--- src/rtl/vga_vblank_arbiter.sv ---
// Grants two game-side requesters access to shared game state, but only inside the
// vertical-blanking window measured from the sync generator's hsync/vsync edges.
module vga_vblank_arbiter #(
  parameter int VPULSE      = 6,
  parameter int VBP         = 23,
  parameter int GUARD_LINES = 2,
  parameter int MAX_BURST   = 64,
  parameter int WIN_LINES   = VPULSE + VBP - GUARD_LINES
) (
  input  logic        px_clk,
  input  logic        rstn,
  input  logic        hsync,
  input  logic        vsync,
  input  logic [1:0]  req,
  input  logic [1:0]  done,
  output logic [1:0]  gnt,
  output logic        window,
  output logic        overrun,
  output logic [15:0] frame_cnt
);

  // state  | meaning
  // CLOSED | blanking window shut, nobody may own the resources
  // ARB    | window open, choosing the next owner (also the dead gap)
  // OWN    | requester ptr holds the resources
  typedef enum logic [1:0] {CLOSED, ARB, OWN} state_t;

  localparam int LW = $clog2(WIN_LINES + 1);
  localparam int BW = (MAX_BURST > 1) ? $clog2(MAX_BURST) : 1;
  localparam logic [LW-1:0] LINE_LAST  = LW'(WIN_LINES - 1);
  localparam logic [BW-1:0] BURST_LAST = BW'(MAX_BURST - 1);

  state_t        state, state_nxt;
  logic          hs_d, vs_d;
  logic          hs_fall, vs_fall, win_close;
  logic [LW-1:0] line_cnt;
  logic [BW-1:0] burst_cnt, burst_nxt;
  logic          ptr, ptr_nxt, pick;
  logic          overrun_nxt;

  assign vs_fall = vs_d & ~vsync;
  assign hs_fall = hs_d & ~hsync;
  // A restarting vsync keeps the window open even on the would-be last line.
  assign win_close = window & hs_fall & ~vs_fall & (line_cnt == LINE_LAST);
  assign pick = req[~ptr] ? ~ptr : ptr;

  always_ff @(posedge px_clk or negedge rstn) begin
    if (!rstn) begin
      hs_d      <= 1'b1;
      vs_d      <= 1'b1;
      window    <= 1'b0;
      line_cnt  <= '0;
      frame_cnt <= '0;
    end else begin
      hs_d <= hsync;
      vs_d <= vsync;
      if (vs_fall) begin
        line_cnt  <= '0;
        window    <= 1'b1;
        frame_cnt <= frame_cnt + 16'd1;
      end else if (window && hs_fall) begin
        line_cnt <= line_cnt + LW'(1);
        if (win_close) window <= 1'b0;
      end
    end
  end

  always_ff @(posedge px_clk or negedge rstn) begin
    if (!rstn) begin
      state     <= CLOSED;
      burst_cnt <= '0;
      ptr       <= 1'b1;
      overrun   <= 1'b0;
    end else begin
      state     <= state_nxt;
      burst_cnt <= burst_nxt;
      ptr       <= ptr_nxt;
      overrun   <= overrun_nxt;
    end
  end

  always_comb begin
    state_nxt   = state;
    burst_nxt   = burst_cnt;
    ptr_nxt     = ptr;
    overrun_nxt = 1'b0;
    case (state)
      CLOSED: begin
        if (window) state_nxt = ARB;
      end
      ARB: begin
        // Never grant on the edge that closes the window.
        if (!window || win_close) begin
          state_nxt = CLOSED;
        end else if (|req) begin
          state_nxt = OWN;
          burst_nxt = '0;
          ptr_nxt   = pick;
        end
      end
      OWN: begin
        if (win_close) begin
          state_nxt   = CLOSED;
          overrun_nxt = ~done[ptr];
        end else if (done[ptr] || !req[ptr] || burst_cnt == BURST_LAST) begin
          state_nxt = ARB;
        end else begin
          burst_nxt = burst_cnt + BW'(1);
        end
      end
      default: state_nxt = CLOSED;
    endcase
  end

  always_comb begin
    gnt = 2'b00;
    if (state == OWN) gnt[ptr] = 1'b1;
  end

endmodule

--- config.mk ---
export PLATFORM = sky130hd
export DESIGN_NAME = vga_vblank_arbiter
export DESIGN_NICKNAME = d
export VERILOG_FILES = /design/src/rtl/vga_vblank_arbiter.sv
export SDC_FILE = /design/constraint.sdc
export NUM_CORES = 1
export LEC_CHECK = 0
export CAP_MARGIN = 30
export CORE_MARGIN = 2
export CORE_UTILIZATION = 52
export CTS_CLUSTER_SIZE = 24
export DETAILED_ROUTE_END_ITERATION = 8
export GPL_TIMING_DRIVEN = 0
export PLACE_DENSITY = 0.81
export SETUP_SLACK_MARGIN = 0.5
export SLEW_MARGIN = 20
export SYNTH_ARGS = -nofsm -noshare
export SYNTH_HDL_FRONTEND = slang
export SYNTH_SLANG_ARGS = --single-unit
--- constraint.sdc ---
create_clock -name px_clk -period 1.83 [get_ports px_clk]
set_input_delay 0.4575 -clock px_clk [delete_from_list [all_inputs] [get_ports px_clk]]
set_output_delay 0.4575 -clock px_clk [all_outputs]
set_load 0.03 [all_outputs]
==> impl.org <==
** Clock tree
- The tree is rooted in a sky130_fd_sc_hd__clkbuf_4.
- The tree built by TritonCTS fans out to 34 sinks.
- TritonCTS built the clock tree.
- Buffers from clock root to sink, at most :: 2
- Maximum level of the CTS H-tree :: 2
- Skew-Pair Late Insertion Delay :: ~350 ps
- Inserted Clock Buffers :: 5
- Clock transition at the register clock pins on the worst setup and hold paths after CTS :: 110 ps

** Global route
- Initial antenna violation count :: 0
- Wire length of the first global-routing pass :: 7.67 mm
- Entering global routing, the biggest net connects 23 pins.
- Aggregate global-route resource usage :: 28.1%
- Via count of the first global-routing pass :: 1,646
- GR Overflow Total :: 0

** Synth
- Average instance area after synthesis :: 10.6 µm²
- After technology mapping, the gate count stands at between 150 and 200.
- Ys flop type :: sky130_fd_sc_hd__dfrtp_1
- sky130_fd_sc_hd__dfrtp_1 is the most common cell in the netlist.
- Most area-consuming cells after synthesis :: sky130_fd_sc_hd__dfrtp_1 45%, sky130_fd_sc_hd__xnor2_1 5.6%, sky130_fd_sc_hd__dfstp_2 4.6%
- Number of enable flip-flop cells after synthesis :: 0
- Counting every net in the synthesized netlist gives 174.
- Total of warnings raised by yosys :: 0
- After synthesis, the share of flip-flops with an asynchronous set or reset is 100%.
- Counting instances in the post-synthesis netlist gives the leading cell types as 31 x sky130_fd_sc_hd__dfrtp_1, 14 x sky130_fd_sc_hd__nor2_1, 11 x sky130_fd_sc_hd__xnor2_1.
- Area of the mapped netlist :: roughly 1700 µm²
- Area fraction of the dominant cell type after synthesis :: 45.4%
- Number of unique standard cell types used by synthesis :: 47
- Synthesized flop and latch total :: 34
- Proportion of synthesized chip area in sequential cells :: 50.0%
- Cell type with the highest aggregate area in the netlist :: sky130_fd_sc_hd__dfrtp_1

** Detailed routing
- DR vias/cell :: approximately 5.9
- Summed over all layers, the routed wires come to 5.38 mm.
- Total vias in the final route :: between 1,500 and 2,000
- Number of iterations in the first detailed-routing pass :: 4
- DRC Markers :: 0
- Top metal layer carrying routed signals :: met4
- In the detailed route, the total length drawn on met2 is 2.88 mm.
- Met3 routed wirelength :: about 310 µm
- Initial detailed-routing violation count :: 111
- For this block, wires on met1 add up to 2.01 mm.
- Dividing the detail-routed wire length by the instance count gives ~19 µm.
- Once detail routing completed, the nets flagged for antenna violations numbered 0.

** Die
- Io pins :: 28
- The initialized floorplan defines 20 standard-cell rows.
- The core region is 3100 µm².
- For this configuration, the core starts out at a cell density of a little under three fifths.
- Die area :: ~3800 µm²
- The die is roughly 61 µm wide.
- Height of the die :: between 60 and 70 µm

** Timing
- Setup repair after global routing could not meet its margin everywhere.
- For the pin with the worst max-slew slack, the measured transition is roughly 450 ps.
- Final number of hold-violating endpoints :: 0
- The final count of pins violating max slew came to 0.
- Setup violation total in the final timing report :: 0
- Final worst setup slack :: roughly 73 ps
- Setup total negative slack on the finished layout was measured at 0 ps.
- Tcrit/Tclk final :: 96.0%
- Max Clock Freq :: roughly 0.57 GHz
- Post-layout minimum cycle time :: 1760 ps
- Smallest hold slack :: 6.41 ps
- Relative slew margins :: 69.8%
- Setup skew after layout :: 25.2 ps

** Placed design
- After detailed placement, the total cell area comes to 2110 µm².
- The count of buffers added on input and output ports is 27.
- Half-perimeter wire length after detailed placement :: 2.71 mm
- At the end of routability-driven placement, the weighted congestion stood at ~0.87.
- Minimum setup slack after placement :: -535 ps
- Once placement completed, the tool counted placed cells totaling about 230.

** Final layout
- The number of antenna diodes in the final layout is 0.
- The sequential cells in the finished layout cover a total of just under 900 µm².
- Cells with a size suffix above 1 make up 50.2% of the layout.
- Filler Cell Count :: between 150 and 200
- Area growth syn-to-layout :: 60.7%
- Cells fill 88.6% of the core in the end.
- Number of nets in the final layout :: 254
- The multi-input combinational cells in the finished layout cover a total of 1050 µm².
- The count of cells in the finished layout, fillers not included, comes to 287.
- Summing all non-filler instances in the final layout gives an area of 2750 µm².

** Critical path
- The worst setup path is captured at a flop.
- The worst setup path is of the input pin to flop kind.
- STA classifies the critical path startpoint as an input pin.
- Required time worst endpoint :: 2080 ps
- Critical path arrival :: 2010 ps
- Highest net fanout along the worst path :: 3

** Pwr
- Leak Pwr :: ~1.3 nW
- Power comes to 2.93 mW.
- VDD sags by at most ~870 µV.
- Pwr dens :: 1060 nW/µm²

** Worst hold path
- Worst min path class :: input pin to async pin

** Run status
- Run status :: finished, final reports clean

** Flow run
- Across the run, the number of max-cap violations was 0.
## where the power goes
part | switching, mW | internal [mW]
clock network | 0.275 | 0.146
registers | 0.183 | 0.906
logic | 0.719 | 0.697
total | 1.18 | 1.75
## what timing repair did
action | in CTS | in global routing
endpoints found under the hold margin | 0 | 0
buffers inserted | 38 | 7
endpoints found under the setup margin | 46 | 47
hold buffers | 0 | 0
pin swaps | 16 | 10
resized for setup | 177 | 18
## layer usage
metal	vias to the layer above	track usage (%)
li1	752	-
met1	830	33.0
met2	78	49.5
met3	24	6.09
met4	0	11.9
met5	-	0
## critical path: stages
cell and delay (ps):
sky130_fd_sc_hd__clkdlybuf4s50_1 490, sky130_fd_sc_hd__and3b_2 260, sky130_fd_sc_hd__buf_4 160, sky130_fd_sc_hd__o2111ai_1 280, sky130_fd_sc_hd__o21ai_0 170, sky130_fd_sc_hd__a31oi_1 190
## layout make-up
cell class | count | area share (%)
plain buffers | 1 | 0.410
flip-flops and latches | 34 | 31.5
multi-input cells | 119 | 38.1
well taps | 44 | 2.00
repair buffers | 73 | 25.0
clock inverters | 2 | 0.364
inverters | 8 | 1.09
clock buffers | 6 | 1.50
## kinds of logic after synthesis
family | count (synthesis) | share of synthesized area (%)
compound gates | 33 | 14.4
xor+xnor | 19 | 9.73
fa+ha+maj | 4 | 2.93
buf+inv | 9 | 1.97
flops | 34 | 50.0
mux | 1 | 0.658
simple gates | 62 | 20.3
## cell usage in the layout, fill, tap and decap left out, types with 2 or more instances in the layout
master | Yosys | layout
sky130_fd_sc_hd__nor3_4 | 0 | 2
sky130_fd_sc_hd__and3_4 | 0 | 2
sky130_fd_sc_hd__ha_1 | 4 | 2
sky130_fd_sc_hd__a21oi_1 | 4 | 4
sky130_fd_sc_hd__dfrtp_1 | 31 | 22
sky130_fd_sc_hd__o31a_1 | 2 | 2
sky130_fd_sc_hd__nor2_4 | 0 | 2
sky130_fd_sc_hd__a31oi_1 | 3 | 3
sky130_fd_sc_hd__nand3_1 | 4 | 2
sky130_fd_sc_hd__inv_1 | 8 | 8
sky130_fd_sc_hd__dlygate4sd2_1 | 0 | 5
sky130_fd_sc_hd__nand4b_1 | 2 | 2
sky130_fd_sc_hd__o211ai_1 | 2 | 2
sky130_fd_sc_hd__nand2_1 | 9 | 8
sky130_fd_sc_hd__and3b_2 | 1 | 2
sky130_fd_sc_hd__dfrtp_2 | 0 | 9
sky130_fd_sc_hd__nand3b_1 | 2 | 2
sky130_fd_sc_hd__nor2_1 | 14 | 11
sky130_fd_sc_hd__buf_6 | 0 | 28
sky130_fd_sc_hd__xor2_1 | 8 | 7
sky130_fd_sc_hd__dfstp_2 | 3 | 3
sky130_fd_sc_hd__nor4_4 | 0 | 2
sky130_fd_sc_hd__xnor2_1 | 11 | 11
sky130_fd_sc_hd__or2_4 | 0 | 2
sky130_fd_sc_hd__o21ai_0 | 6 | 3
sky130_fd_sc_hd__o21ai_1 | 0 | 3
sky130_fd_sc_hd__clkinv_2 | 0 | 2
sky130_fd_sc_hd__nand4_1 | 7 | 7
sky130_fd_sc_hd__nor2_2 | 1 | 2
sky130_fd_sc_hd__nand2b_1 | 3 | 2
sky130_fd_sc_hd__clkbuf_4 | 0 | 5
sky130_fd_sc_hd__nand3_2 | 0 | 2
sky130_fd_sc_hd__buf_4 | 0 | 37
## registers in the layout, summed over array words and instances (netlist names)
name and count:
window 1, vs_d 1, line_cnt 5, burst_cnt 6
overrun 1, frame_cnt 16, ptr 1, hs_d 1
state 2
## final timing paths
check,startpoint,to,slack [ps],depth (start not counted)
min reg2reg,frame_cnt[5]$_DFFE_PN0P_,frame_cnt[5]$_DFFE_PN0P_,520,1
min in group px_clk,vsync,vs_d$_DFF_PN1_,410,1
max,done[1],burst_cnt[3]$_DFFE_PN0P_,70,6
max in group asynchronous,rstn,vs_d$_DFF_PN1_,1320,2
max reg2reg,line_cnt[0]$_DFFE_PN0P_,burst_cnt[3]$_DFFE_PN0P_,90,8
min,rstn,burst_cnt[1]$_DFFE_PN0P_,6,1
Power figures use the tool's default switching activity.
